$ cat src/rtl/vga_timing_gen.sv
// 1024x768@60 VGA raster timing: registered h/v counters with aligned sync/blank flags.
// Optional frame-start pulse at pixel (0,0) enabled by VGA_TIMING_FRAME_START_EN.
module vga_timing_gen #(
    parameter int unsigned H_ACTIVE = 1024,
    parameter int unsigned H_FP     = 24,
    parameter int unsigned H_SYNC   = 136,
    parameter int unsigned H_BP     = 160,
    parameter int unsigned V_ACTIVE = 768,
    parameter int unsigned V_FP     = 3,
    parameter int unsigned V_SYNC   = 6,
    parameter int unsigned V_BP     = 29
) (
    input  logic        clk,
    input  logic        rst,
    input  logic        ce,
    output logic [11:0] hcount_out,
    output logic        hsync_out,
    output logic        hblnk_out,
    output logic [11:0] vcount_out,
    output logic        vsync_out,
    output logic        vblnk_out,
    output logic        frame_start_out
);

    localparam logic [11:0] H_LAST     = 12'(H_ACTIVE + H_FP + H_SYNC + H_BP - 1);
    localparam logic [11:0] H_BLK      = 12'(H_ACTIVE);
    localparam logic [11:0] H_SYNC_BEG = 12'(H_ACTIVE + H_FP);
    localparam logic [11:0] H_SYNC_END = 12'(H_ACTIVE + H_FP + H_SYNC);
    localparam logic [11:0] V_LAST     = 12'(V_ACTIVE + V_FP + V_SYNC + V_BP - 1);
    localparam logic [11:0] V_BLK      = 12'(V_ACTIVE);
    localparam logic [11:0] V_SYNC_BEG = 12'(V_ACTIVE + V_FP);
    localparam logic [11:0] V_SYNC_END = 12'(V_ACTIVE + V_FP + V_SYNC);

    logic [11:0] h_nxt;
    logic [11:0] v_nxt;

    // Flags decode the next count so they land on the same edge as the count.
    always_comb begin
        h_nxt = hcount_out + 12'd1;
        v_nxt = vcount_out;
        if (hcount_out == H_LAST) begin
            h_nxt = '0;
            if (vcount_out == V_LAST) begin
                v_nxt = '0;
            end else begin
                v_nxt = vcount_out + 12'd1;
            end
        end
    end

    always_ff @(posedge clk) begin
        if (!rst) begin
            hcount_out <= '0;
            vcount_out <= '0;
            hsync_out  <= 1'b0;
            hblnk_out  <= 1'b0;
            vsync_out  <= 1'b0;
            vblnk_out  <= 1'b0;
        end else if (ce) begin
            hcount_out <= h_nxt;
            vcount_out <= v_nxt;
            hblnk_out  <= (h_nxt >= H_BLK);
            hsync_out  <= (h_nxt >= H_SYNC_BEG) && (h_nxt < H_SYNC_END);
            vblnk_out  <= (v_nxt >= V_BLK);
            vsync_out  <= (v_nxt >= V_SYNC_BEG) && (v_nxt < V_SYNC_END);
        end
    end

`ifdef VGA_TIMING_FRAME_START_EN
    logic frame_start_q;

    // Reset parks at (0,0) without pulsing; only a counted wrap into (0,0) sets it.
    always_ff @(posedge clk) begin
        if (!rst) begin
            frame_start_q <= 1'b0;
        end else if (ce) begin
            frame_start_q <= (h_nxt == '0) && (v_nxt == '0);
        end
    end

    assign frame_start_out = frame_start_q;
`else
    assign frame_start_out = 1'b0;
`endif

endmodule

$ cat config.mk
export PLATFORM = sky130hd
export DESIGN_NAME = vga_timing_gen
export DESIGN_NICKNAME = d
export VERILOG_FILES = /design/src/rtl/vga_timing_gen.sv
export SDC_FILE = /design/constraint.sdc
export NUM_CORES = 1
export LEC_CHECK = 0
export ABC_AREA = 1
export CORE_ASPECT_RATIO = 0.8
export CORE_MARGIN = 2
export CORE_UTILIZATION = 53
export CTS_CLUSTER_SIZE = 28
export DETAILED_ROUTE_END_ITERATION = 16
export HOLD_SLACK_MARGIN = 0.03
export PLACE_DENSITY = 0.79
export SYNTH_ARGS = -nofsm -noshare
export SYNTH_HDL_FRONTEND = slang
export SYNTH_SLANG_ARGS = --single-unit
$ cat constraint.sdc
create_clock -name clk -period 2.1 [get_ports clk]
set_input_delay 0.21 -clock clk [delete_from_list [all_inputs] [get_ports clk]]
set_output_delay 0.21 -clock clk [all_outputs]
set_load 0.05 [all_outputs]
* Yosys cells after proc, flatten, opt, wreduce, memory -nomap -nowiden *
Cells that the tools add are included.

word-level totals
  register bits = 28
  bits in latches = 0
  bits in writable memories = 0
  memory bits (read-only) = 0
  bits of input ports = 3
  output and inout port bits = 29
  logic and storage cells = 21
  memories = 0

operators by class
  $add $sub $neg = 2
  multiply operators = 0
  div/mod/pow operators = 0
  $lt $le $gt $ge = 6
  equal/unequal tests = 2
  shifts and indexed selects = 0
  multiplexer cells = 3
  bitwise logic cells = 0
  reduce and logical (&&, ||, !) cells = 2

operators by type and width
  operator               number
  $mux 12                3
  $add 12x1->12 const B  2
  $ge 12x10->1 const B   2
  $ge 12x11->1 const B   2
  $eq 12x10->1 const B   1
  $eq 12x11->1 const B   1
  $lt 12x10->1 const B   1
  $lt 12x11->1 const B   1
  $logic_and 1x1->1      2

* Logic depth before layout (Yosys ltp) *
  depth after elaboration = 5
  gate-level depth with buffers = 14
  mapped depth without buffers = 13

* Least setup slack after synthesis *
OpenSTA, ideal clock, no wires.

  path type = reg2reg
  from = reg hcount_out[1]
  to = reg vsync_out
  setup time = 0.066 ns
  arrival time = 1.990 ns
  required time = 2.034 ns
  slack = 0.044 ns
  cell stages (with the launch flop) = 13
  buffers on the path = 1
  period minus slack after synthesis = 2.056 ns
  path through = dfxtp_1 -> ha_1 -> nand2_1 -> nor2_2 -> nand2_2 -> nor2_4 -> buf_6 -> nand4_1 -> nand2_1 -> nand3_1 -> nor2_2 -> nand3_2 -> a21oi_2

between the ends
  word-level cells in the longest chain between the ends = 4
  elaborated cells between the ends (all ways) = 5
  those cells by class = order compare: 2; eq/ne: 1; mux: 1; reduce/logical: 1

RTL lines
  item                                          line  text
  start, declared                               16    output logic [11:0] hcount_out,
  start signal, assigned                        60    hcount_out <= h_nxt;
  $eq 12x11->1 *                                41    if (hcount_out == H_LAST) begin
  $mux 12 *                                     41
  $ge 12x10->1 or $lt 12x10->1 (tied branches)  65    vsync_out <= (v_nxt >= V_SYNC_BEG) && (v_nxt < V_SYNC_END);
  $logic_and 1x1->1 *                           65
  end signal, assigned                          65
  end, declared                                 20    output logic vsync_out,

Mark *: on every way between the ends. The rest lies on a longest branch, timed or not.
A chain may end at the register's enable or synchronous reset.

* Worst setup path in the final report *
  from = reg hcount_out[0]
  to = reg hsync_out

between the ends
  word-level cells in the longest chain between the ends = 4
  elaborated cells between the ends (all ways) = 6
  those cells by class = add/sub: 1; order compare: 2; eq/ne: 1; mux: 1; reduce/logical: 1

RTL lines
  item                                           line    text
  $add 12x1->12 or $eq 12x11->1 (tied branches)  39, 41
  $mux 12 *                                      41
  $ge 12x11->1 or $lt 12x11->1 (tied branches)   63      hsync_out <= (h_nxt >= H_SYNC_BEG) && (h_nxt < H_SYNC_END);
  $logic_and 1x1->1 *                            63
  end signal, assigned                           63
  end, declared                                  17      output logic hsync_out,

Marked as above.

==> metrics.txt <==
status=finished clean; Mapped Nets=316; VDD IR-drop max=0.356 mV; worst endpoint required time=about 2.3 ns; gp weighted congestion=1.03; IO Pins=32; CTS buffer count=3; FF+latch area=about 560 µm²; Vias=2037; Yosys Warn Count=0; Slew Viols, Final=0; CP endpoint kind=register; R2R setup slack=0.08 ns; Critical Path AT=2.22 ns; sw power=0.376 mW; Peak Freq=approximately 0.50 GHz; vias per std cell=5.36; Hold Path End=hsync_out; most common cell after layout, fill and taps aside=nand2_1; Avg WL per Cell=approximately 13 µm; FF+latch count, synth=28; Finished Cell Area=2350 µm²; total core area=between 3000 and 4000 µm²; setup violators final=0; largest net degree at the start of global routing=36; WHS Path Cells=2; first-pass GRT wire length=7.89 mm; syn_area_per_cell=6.33 µm²; Worst Setup SP=hcount_out[0]; Main synth FF type=dfxtp_1; post-layout util=between 60% and 70%; number of port buffers=30; Post-CTS Setup Inserts=0; Total GRT Usage=23.7%; pre-CTS WS=0.181 ns; hold_buf cts=0; grt ovf=0; Initial Utilization=a little under three fifths; dpl cell area=2270 µm²; placed cell count=375; Nets=345; worst slew pin tran=approximately 0.71 ns; post-CTS sizing=0; CTS sink count=28; Layout area overhead=19.6%; Final Hold Violating Endpoints=0; Clk Latency, worst-skew pair=0.28 ns; share of cells above drive strength 1=a little under an eighth; DR pass1 iterations=6; ANT cells=0; Seq/Total Area, Yosys=about 29%; startpoint types=register; Logic pwr share=21.2%; half-perimeter wire length after placement=around 3.7 mm; Post-synth EDFFs=0; final worst-path cycle share=96.1%; Async SR Flop Fraction=0%; TritonCTS clock tree=built; PD cells=about 500 nW/µm²; final worst slack=0.0824 ns; Slew HR=52.6%; synthesized instance count=310; Switching Share=around 32%; worst hold-check path type=reg -> reg; DRT antenna net count=0; CP Class=reg -> reg; Max-cap violations=0; commonest cells after routing, fill and taps aside=nand2_1 (78), inv_1 (41), nor2_1 (32), clkdlybuf4s50_1 (30), dfxtp_1 (28); Multi-input gate area=1150 µm²; FF-to-FF End=hsync_out; Cell variety after synth=34; Iter 0 DRT Violations=241; worst flop-to-flop path startpoint=hcount_out[0]; Mapped Area=1960 µm²; Max H-tree Level=1; Hold Slack=a little under 0.5 ns; number of global-route vias before repair=between 1.5k and 2k; Worst-path clk slew=0.10 ns; full die area=4210 µm²; row cnt=19; Non-Filler Instances=380; sequential fraction of design power=49.4%; Clock Skews=0.0109 ns; DRC=0; Leak=0.999 nW; Fillers=315; antenna violations before repair=0; RSZ-0062 raised after global routing=false; Total Power=between 1 and 1.5 mW; Min-Delay Startpoint=hsync_out; R2R depth=12; CTS root buf=clkbuf_8; Clk pwr share=29.4%; Power Internal=0.797 mW; die width=72.0 µm; drt total wl=around 5.0 mm; crit-path max FO=12; clk buf depth=2; setup TNS=0 ns; Chip Height=58.4 µm; post-layout min period=2.02 ns
sequential cells by signal (all words and copies together), names as in the netlist:
signal      cells
hcount_out     12
hblnk_out       1
vblnk_out       1
hsync_out       1
vsync_out       1
vcount_out     12
power groups by stage:
stage | Clock (mW) | Sequential, mW | Combinational (mW)
floorplan | 0 | 0.648 | 0.116
detailed placement | 0 | 0.590 | 0.246
finish | 0.345 | 0.579 | 0.249
global route | 0.375 | 0.582 | 0.267
CTS | 0.351 | 0.578 | 0.247
global placement | 0 | 0.590 | 0.245
logic make-up after synthesis:
kind of cell,synth area share (%)
AOI/OAI and AO/OA,12.6
xor gates and xnor gates,4.91
adders and majority gates,1.91
buffers and inverters,12.9
DFF,28.6
other,0.191
and+or+nand+nor,38.9
cells in the mapped netlist (2+ instances only):
cell      number  area, µm²
nor2_2         7       43.8
ha_1           3       37.5
a21oi_2        2       17.5
nand2_1       78        293
a21oi_1       22        110
nand4_1        6       37.5
a211oi_1       2       15.0
clkbuf_1       5       18.8
nor3_1         4       20.0
nand2_2        6       37.5
nor2_1        32        120
nand3_1       20        100
inv_1         41        154
nor2_4         2       22.5
inv_2          4       15.0
o211ai_1       2       15.0
o21ai_0       13       65.1
clkbuf_8       2       27.5
buf_2          3       15.0
xor2_1        10       87.6
nand3_2        6       60.1
dfxtp_1       28        561
worst max-delay path by stage:
stage	end	slack, ns
after floorplan	vsync_out	0.04
after global placement	vsync_out	0.20
after detailed placement	vsync_out	0.18
after CTS	vsync_out	0.15
after global routing	hsync_out	0.003
final	hsync_out	0.08
final cells by class:
class | count | share of cell area [%]
sequential | 28 | 23.9
timing repair buffer | 36 | 15.2
inverter | 46 | 7.41
clock buffer | 4 | 2.34
tap | 42 | 2.24
multi-input combinational | 224 | 48.9
critical path, cell delays in order, from the launching register on:
cell     delay (ns)
dfxtp_1        0.34
ha_1           0.24
nand2_1        0.11
nor2_2         0.05
nand2_2        0.09
nor2_4         0.05
buf_12         0.14
nor2_2         0.22
inv_2          0.09
or2_1          0.28
nor2_1         0.10
nand3_1        0.09
a21oi_1        0.14
per-layer routing:
metal	global-route usage [%]	part of all wire (%)	routed length, µm
met3	4.11	8.7	440
met4	3.23	0.42	21
met5	0	0	0
met1	39.8	50	2540
met2	31.3	40	2040
(Power assumes the default switching activity.)
